$ cat src/rtl/ofs_fim_axi_mmio_csr_bridge.sv
// Single-beat AXI4 MMIO slave to request/acknowledge CSR bus bridge.
// One transaction in flight; round-robin AW/AR arbitration; bursts rejected with SLVERR; CSR accesses time out.
module ofs_fim_axi_mmio_csr_bridge #(
    parameter int ID_WIDTH   = 10,
    parameter int ADDR_WIDTH = 21,
    parameter int DATA_WIDTH = 64,
    parameter int TIMEOUT    = 256,
    localparam int BE_WIDTH  = DATA_WIDTH / 8,
    localparam int OFF_WIDTH = $clog2(BE_WIDTH),
    localparam int CSR_AW    = ADDR_WIDTH - OFF_WIDTH
) (
    input  logic                  clk,
    input  logic                  rst,
    input  logic                  awvalid,
    output logic                  awready,
    input  logic [ID_WIDTH-1:0]   awid,
    input  logic [ADDR_WIDTH-1:0] awaddr,
    input  logic [7:0]            awlen,
    input  logic                  wvalid,
    output logic                  wready,
    input  logic [DATA_WIDTH-1:0] wdata,
    input  logic [BE_WIDTH-1:0]   wstrb,
    input  logic                  wlast,
    output logic                  bvalid,
    input  logic                  bready,
    output logic [ID_WIDTH-1:0]   bid,
    output logic [1:0]            bresp,
    input  logic                  arvalid,
    output logic                  arready,
    input  logic [ID_WIDTH-1:0]   arid,
    input  logic [ADDR_WIDTH-1:0] araddr,
    input  logic [7:0]            arlen,
    output logic                  rvalid,
    input  logic                  rready,
    output logic [ID_WIDTH-1:0]   rid,
    output logic [DATA_WIDTH-1:0] rdata,
    output logic [1:0]            rresp,
    output logic                  rlast,
    output logic                  csr_req,
    output logic                  csr_wr,
    output logic [CSR_AW-1:0]     csr_addr,
    output logic [DATA_WIDTH-1:0] csr_wdata,
    output logic [BE_WIDTH-1:0]   csr_be,
    input  logic                  csr_ack,
    input  logic [DATA_WIDTH-1:0] csr_rdata,
    input  logic                  csr_err
);

    localparam int CNT_W = $clog2(TIMEOUT);
    localparam logic [1:0] RESP_OKAY   = 2'b00;
    localparam logic [1:0] RESP_SLVERR = 2'b10;

    typedef enum logic [2:0] {
        S_IDLE, S_W_DATA, S_W_DRAIN, S_CSR, S_B_RESP, S_R_RESP, S_R_ERR
    } state_t;

    state_t                  state_q;
    logic                    last_rd_q;
    logic [7:0]              len_q;
    logic [CNT_W-1:0]        cnt_q;
    logic                    bvalid_q, rvalid_q, rlast_q, csr_req_q, csr_wr_q;
    logic [ID_WIDTH-1:0]     bid_q, rid_q;
    logic [1:0]              bresp_q, rresp_q;
    logic [DATA_WIDTH-1:0]   rdata_q, csr_wdata_q;
    logic [CSR_AW-1:0]       csr_addr_q;
    logic [BE_WIDTH-1:0]     csr_be_q;

    logic       wr_sel, csr_timeout, csr_done;
    logic [1:0] csr_resp;
    logic       unused_addr_bits;

    // NOTE: readies are decoded from registered state, so they drop in the same cycle the handshake moves the FSM on.
    assign wr_sel  = awvalid && (!arvalid || last_rd_q);
    assign awready = !rst && (state_q == S_IDLE) && wr_sel;
    assign arready = !rst && (state_q == S_IDLE) && arvalid && !wr_sel;
    assign wready  = !rst && ((state_q == S_W_DATA) || (state_q == S_W_DRAIN));

    assign csr_timeout = (cnt_q == CNT_W'(TIMEOUT - 1));
    assign csr_done    = csr_ack || csr_timeout;
    assign csr_resp    = (csr_ack && !csr_err) ? RESP_OKAY : RESP_SLVERR;

    assign unused_addr_bits = ^{awaddr[OFF_WIDTH-1:0], araddr[OFF_WIDTH-1:0]};

    always_ff @(posedge clk) begin
        if (rst) begin
            state_q     <= S_IDLE;
            last_rd_q   <= 1'b1;
            len_q       <= '0;
            cnt_q       <= '0;
            bvalid_q    <= 1'b0;
            rvalid_q    <= 1'b0;
            rlast_q     <= 1'b0;
            csr_req_q   <= 1'b0;
            csr_wr_q    <= 1'b0;
            bid_q       <= '0;
            rid_q       <= '0;
            bresp_q     <= '0;
            rresp_q     <= '0;
            rdata_q     <= '0;
            csr_addr_q  <= '0;
            csr_wdata_q <= '0;
            csr_be_q    <= '0;
        end else begin
            case (state_q)
                S_IDLE: begin
                    if (awready) begin
                        bid_q      <= awid;
                        csr_addr_q <= awaddr[ADDR_WIDTH-1:OFF_WIDTH];
                        last_rd_q  <= 1'b0;
                        state_q    <= (awlen == 8'd0) ? S_W_DATA : S_W_DRAIN;
                    end else if (arready) begin
                        rid_q      <= arid;
                        csr_addr_q <= araddr[ADDR_WIDTH-1:OFF_WIDTH];
                        len_q      <= arlen;
                        last_rd_q  <= 1'b1;
                        if (arlen == 8'd0) begin
                            csr_req_q <= 1'b1;
                            csr_wr_q  <= 1'b0;
                            cnt_q     <= '0;
                            state_q   <= S_CSR;
                        end else begin
                            rvalid_q <= 1'b1;
                            rlast_q  <= 1'b0;
                            rresp_q  <= RESP_SLVERR;
                            rdata_q  <= '0;
                            state_q  <= S_R_ERR;
                        end
                    end
                end
                S_W_DATA: begin
                    if (wvalid) begin
                        csr_wdata_q <= wdata;
                        csr_be_q    <= wstrb;
                        csr_req_q   <= 1'b1;
                        csr_wr_q    <= 1'b1;
                        cnt_q       <= '0;
                        state_q     <= S_CSR;
                    end
                end
                S_W_DRAIN: begin
                    if (wvalid && wlast) begin
                        bvalid_q <= 1'b1;
                        bresp_q  <= RESP_SLVERR;
                        state_q  <= S_B_RESP;
                    end
                end
                S_CSR: begin
                    if (csr_done) begin
                        csr_req_q <= 1'b0;
                        if (csr_wr_q) begin
                            bvalid_q <= 1'b1;
                            bresp_q  <= csr_resp;
                            state_q  <= S_B_RESP;
                        end else begin
                            rvalid_q <= 1'b1;
                            rlast_q  <= 1'b1;
                            rresp_q  <= csr_resp;
                            rdata_q  <= csr_ack ? csr_rdata : '0;
                            state_q  <= S_R_RESP;
                        end
                    end else begin
                        cnt_q <= cnt_q + CNT_W'(1);
                    end
                end
                S_B_RESP: begin
                    if (bready) begin
                        bvalid_q <= 1'b0;
                        state_q  <= S_IDLE;
                    end
                end
                S_R_RESP: begin
                    if (rready) begin
                        rvalid_q <= 1'b0;
                        rlast_q  <= 1'b0;
                        state_q  <= S_IDLE;
                    end
                end
                S_R_ERR: begin
                    // len_q counts the beats still owed after the one currently presented
                    if (rready) begin
                        if (rlast_q) begin
                            rvalid_q <= 1'b0;
                            rlast_q  <= 1'b0;
                            state_q  <= S_IDLE;
                        end else begin
                            len_q   <= len_q - 8'd1;
                            rlast_q <= (len_q == 8'd1);
                        end
                    end
                end
                default: state_q <= S_IDLE;
            endcase
        end
    end

    assign bvalid    = bvalid_q;
    assign bid       = bid_q;
    assign bresp     = bresp_q;
    assign rvalid    = rvalid_q;
    assign rid       = rid_q;
    assign rdata     = rdata_q;
    assign rresp     = rresp_q;
    assign rlast     = rlast_q;
    assign csr_req   = csr_req_q;
    assign csr_wr    = csr_wr_q;
    assign csr_addr  = csr_addr_q;
    assign csr_wdata = csr_wdata_q;
    assign csr_be    = csr_be_q;

endmodule

$ cat config.mk
export PLATFORM = sky130hd
export DESIGN_NAME = ofs_fim_axi_mmio_csr_bridge
export DESIGN_NICKNAME = d
export VERILOG_FILES = /design/src/rtl/ofs_fim_axi_mmio_csr_bridge.sv
export SDC_FILE = /design/constraint.sdc
export NUM_CORES = 1
export LEC_CHECK = 0
export ABC_AREA = 1
export CORE_AREA = 3 3 157 159
export DETAILED_ROUTE_END_ITERATION = 8
export DIE_AREA = 0 0 160 162
export HOLD_SLACK_MARGIN = 0.08
export PLACE_DENSITY = 0.77
export SLEW_MARGIN = 10
export SYNTH_ARGS = -nofsm -noshare
export SYNTH_HDL_FRONTEND = slang
export SYNTH_SLANG_ARGS = --single-unit
$ cat constraint.sdc
create_clock -name clk -period 4.45 [get_ports clk]
set_input_delay 1.335 -clock clk [delete_from_list [all_inputs] [get_ports clk]]
set_output_delay 1.335 -clock clk [all_outputs]
set_load 0.01 [all_outputs]
==> impl_metrics.tcl, run 1 <==
set metrics [dict create \
    core_area_mm2 0.0234 \
    cts_tree "built" \
    grtUsageTotal 0.212 \
    synth_enable_flop_cells 0 \
    dp_hpwl_um 20900 \
    synthCells 1229 \
    grt_start_max_net_pins 79 \
    initial_core_util 0.367 \
    worstHoldEndpoint "rdata[10]" \
    antenna_found_initial 0 \
    fin_nets 1830 \
    layout_common_cells "401 x clkdlybuf4s50_1, 293 x nor2_1, 242 x nand2_1" \
    crit_slowest_cell "clkdlybuf4s50_1" \
    hold_violations 0 \
    synth_ff_type "dfxtp_1" \
    status "complete, no violations" \
    finalNonFillerCells 1937 \
    clockRootBuffer "clkbuf_16" \
    reg2reg_depth 11 \
    ys_ff_latch 201 \
    cts_buffers 24 \
    utilization 0.582 \
    power.density_mw_per_mm2 600 \
    min_period_ns 4.22 \
    hold_path.class "flop to flop" \
    ys_types 39 \
    clock_sinks 201 \
    ys_seq_area_frac 0.468 \
    rsz0062_at_grt "no" \
    criticalPathCategory "primary input to output pin" \
    syn_to_final_growth_pct 58.7 \
    layout_commonest_cell "clkdlybuf4s50_1" \
    wl_per_cell_um 15.1 \
    finalCritPeriodShare 0.948 \
    setup_viol 0 \
    fin_tns_setup_ns 0 \
    r2r-end "rdata[12]" \
    path_max_fanout 3 \
    first_global_vias 8679 \
    reg2reg_slack_ns 2.14 \
    start_kind "primary input" \
    cts_resized 0 \
    maxSlewHeadroom 0.415 \
    die_area_mm2 0.0259 \
    holdCritStartpoint "rdata[10]" \
    syn_area_per_cell_um2 6.99 \
    num_io_pins 410 \
    place_congestion 0.864 \
    cp-end-kind "output pin" \
    holdPathStages 2 \
    clk_pin_slew_ns 0.05 \
    vias_per_cell 4.72 \
    vdd_drop_max_mv 0.364 \
    slowest_delay_ns 0.58 \
    antenna_cells 0 \
    wl_um 29200 \
    grt_pass1_wl_um 45200 \
    holdBufCountCts 0 \
    drt_iter0_drc 565 \
    insertion_delay_ns 0.51 \
    async_reset_ff_frac 0 \
    p_leak_nw 5.66 \
    place_inst 1896 \
    num_vias 9139 \
    ant_nets 0 \
    cp.arrival_ns 2.88 \
    ys_warn_count 0 \
    cp_common_cell "clkdlybuf4s50_1" \
    io_buffers 401 \
    grt_overflow 0 \
    path_cells "clkdlybuf4s50_1, inv_1, o21ai_2, inv_2, nor2_2, clkdlybuf4s50_1" \
    drv_cap 0 \
    htreeDepth 1 \
    netlist_area_mm2 0.00859 \
    die_height_um 162 \
    clock_path_buffers 3 \
    max_clock_freq_mhz 237 \
    worst_ep_required_time_ns 3.12 \
    first_pass_iters 4 \
    die_w_um 160 \
    num_rows 56 \
    drc 0 \
    final_layout_size_suffix_gt1_frac 0.0637 \
    r2r_start "state_q[0]" \
    post_cts_buffers 0 \
    maxSlewViolCount 0 \
    fin_skew_ns 0.00715 \
    worstMarginPinSlew_ns 0.875 \
]
==> layout make-up <==
class / instances / area (um^2)
Inverter: 101 / 382
Clock buffer: 37 / 711
Fill cell: 2187 / 9770
Multi-Input combinational cell: 857 / 3880
Sequential cell: 201 / 4020
Timing Repair Buffer: 418 / 4170
Tap cell: 319 / 399
Clock inverter: 4 / 70.1
==> cell usage after synthesis (all sizes together) (2+ instances only) <==
cell type  count  area, um^2
buf           25         153
nand3         49         263
xor2           2        17.5
o21a           2        15.0
a21oi        108         653
nand2        244         926
nor2         301        1180
ha             3        37.5
dfxtp        201        4020
a21boi         2        18.8
inv          100         375
nand4          6        43.8
o21ai        130         654
clkbuf        46         173
==> cells by family after synthesis <==
logic type               Yosys count  synth area share
AND/OR/NAND/NOR                  604             0.283
AO/OA/AOI/OAI                    246             0.159
flip-flops                       201             0.468
buffers and inverters            172            0.0820
adder cells (fa/ha/maj)            3           0.00437
XOR/XNOR                           2           0.00204
other                              1          0.000437
==> report_power, final <==
part	internal, mW	total (mW)	switching (mW)
Sequential	2.34	2.62	0.285
Combinational	1.66	3.60	1.94
Clock	1.20	1.95	0.743
Total	5.20	8.17	2.97
==> routing by layer <==
metal | part of all wire | up-vias | track usage
met3 | 0.086 | 58 | 0.0686
li1 | - | 4615 | -
met4 | 0.026 | 0 | 0.0631
met2 | 0.49 | 323 | 0.379
met5 | 0 | - | 0
met1 | 0.39 | 4143 | 0.242
==> through the flow <==
step	cell area, um^2	hold slack [ns]	power (mW)	worst slack, ns
2_1_floorplan	8590	0.447	4.66	0.901
3_3_place_gp	12800	0.437	6.17	0.207
3_5_place_dp	12800	0.441	6.25	0.228
4_1_cts	13600	0.450	8.26	0.215
5_1_grt	13600	0.466	8.75	0.154
6_report	13600	0.446	8.17	0.233
==> critical path, delay by kind of cell <==
family                 cells  cell delay, ns
AO/OA/AOI/OAI              1            0.19
AND/OR/NAND/NOR            1            0.13
buffers and inverters      4            1.22
==> worst max-delay path by stage <==
stage,startpoint,slack [ns],endpoint,cells past startpoint
finish,arvalid,0.23,arready,6
CTS,arvalid,0.22,arready,6
global route,arvalid,0.15,arready,6
global placement,arvalid,0.21,arready,6
floorplan,rst,0.90,wready,4
detailed placement,arvalid,0.23,arready,6
==> state kept, by name (all words and copies together) (netlist names), 3 cells and up <==
name       flops
csr_addr      18
cnt_q          8
csr_wdata     64
bid           10
len_q          8
rid           10
rdata         64
state_q        3
csr_be         8
Note: power is estimated with default switching activity, not from simulation.
==> inputs of run 2 (changes only) <==
==> constraint.sdc (replaced) <==
create_clock -name clk -period 4.45 [get_ports clk]
set_input_delay 1.335 -clock clk [delete_from_list [all_inputs] [get_ports clk]]
set_output_delay 1.335 -clock clk [all_outputs]
set_load 0.1 [all_outputs]
==> run 2 against run 1 <==
Worst hold slack better by 0.0017 ns. Largest cell class unchanged. Flip-flop and latch count stayed put. Sequential power about the same. Sequential share of layout area down 0.092 points. Setup slack better by 0.33 ns.
==> impl_metrics.tcl, run 2 (same netlist as run 1, synthesis figures left out) <==
set metrics [dict create \
    final_area_mm2 0.0137 \
    hold_path.class "flop to flop" \
    max_clock_freq_mhz 257 \
    num_vias 9102 \
    p_leak_nw 5.69 \
    power.density_mw_per_mm2 838 \
    vdd_drop_max_mv 0.500 \
    htreeDepth 1 \
    grt_start_max_net_pins 108 \
    first_pass_iters 5 \
    fin_nets 1825 \
    place_congestion 0.838 \
    clockRootBuffer "clkbuf_16" \
    fin_hold_ws_ns 0.448 \
    layout_commonest_cell "clkdlybuf4s50_1" \
    cts_resized 0 \
    wl_per_cell_um 15.0 \
    ant_nets 0 \
    die_w_um 160 \
    dp_hpwl_um 20400 \
    start_kind "primary input" \
    cts_tree "built" \
    drc 0 \
    die_height_um 162 \
    cp.arrival_ns 2.55 \
    drt_iter0_drc 710 \
    path_max_fanout 3 \
    worst_ep_required_time_ns 3.12 \
    setup_viol 0 \
    fill_cells 2116 \
    syn_to_final_growth_pct 59.2 \
    num_io_pins 410 \
    io_buffers 401 \
    worstMarginPinSlew_ns 1.09 \
    initial_core_util 0.367 \
    cts_buffers 24 \
    die_area_mm2 0.0259 \
    clk_pin_slew_ns 0.06 \
    placed_cell_area_mm2 0.0128 \
    insertion_delay_ns 0.50 \
    hold_violations 0 \
    grtUsageTotal 0.210 \
    holdBufCountCts 0 \
    antenna_cells 0 \
    fin_skew_ns 0.0115 \
    final_layout_size_suffix_gt1_frac 0.0687 \
    num_rows 56 \
    grt_pass1_wl_um 45300 \
    status "complete, no violations" \
    antenna_found_initial 1 \
    grt_overflow 0 \
    criticalPathCategory "primary input to output pin" \
    drv_cap 0 \
    cp-end-kind "output pin" \
    clock_sinks 201 \
    min_period_ns 3.89 \
    core_area_mm2 0.0234 \
    vias_per_cell 4.70 \
    wl_um 29000 \
    first_global_vias 8819 \
    post_cts_buffers 0 \
    fin_tns_setup_ns 0 \
    clock_path_buffers 3 \
    maxSlewViolCount 0 \
    finalCritPeriodShare 0.874 \
    layout_common_cells "395 x clkdlybuf4s50_1, 293 x nor2_1, 242 x nand2_1" \
    maxSlewHeadroom 0.274 \
    rsz0062_at_grt "no" \
]
==> run 2: changes by cell type in the layout (fill, tap and decap cells not counted), sizes merged <==
cell           change
clkinv             +4
bufinv             +1
clkdlybuf4s50      -6
inv                +1
buf                +1
clkbuf             -3
==> run 2: critical path, stage by stage <==
cell             delay [ns]
clkdlybuf4s50_1        0.51
inv_1                  0.06
o21ai_2                0.19
inv_2                  0.07
nor2_2                 0.18
buf_12                 0.20
==> run 2: final cells by class <==
class | instances | area (um^2) | area share
repair buffers | 413 | 4150 | 0.304
flip-flops and latches | 201 | 4020 | 0.294
multi-input cells | 857 | 3880 | 0.284
clock buffers | 34 | 709 | 0.0519
well taps | 319 | 399 | 0.0292
inverters | 101 | 382 | 0.0279
clock inverters | 10 | 129 | 0.00943
==> run 2: path summary, 6_finish.rpt <==
| path | slack, ns | from | end | cells past startpoint |
|---|---|---|---|---|
| worst max-delay path | 0.56 | arvalid | arready | 6 |
| worst min-delay path | 0.45 | rdata[37] | rdata[37] | 2 |
| worst max register to register | 2.06 | state_q[1] | rdata[13] | 10 |
| worst min register to register | 0.45 | rdata[37] | rdata[37] | 2 |
==> run 2: where the power goes <==
group | switching [mW] | internal [mW]
Clock | 0.781 | 1.28
Combinational | 5.15 | 1.63
Sequential | 0.285 | 2.34
Total | 6.22 | 5.25
==> run 2: per-layer routing <==
metal	track usage	routed length [um]
met5	0	13
met4	0.0750	953
met3	0.0653	2410
met2	0.366	13900
met1	0.245	11800
==> run 2: stage by stage <==
stage                util  worst slack [ns]  std cells  total power [mW]
floorplan               -             0.320       1230              7.88
global placement    0.548             0.575       1891              9.35
detailed placement  0.548             0.563       1891              9.42
CTS                 0.584             0.549       1935              11.5
global route        0.584             0.490       1935              12.0
finish              0.584             0.563       1935              11.5
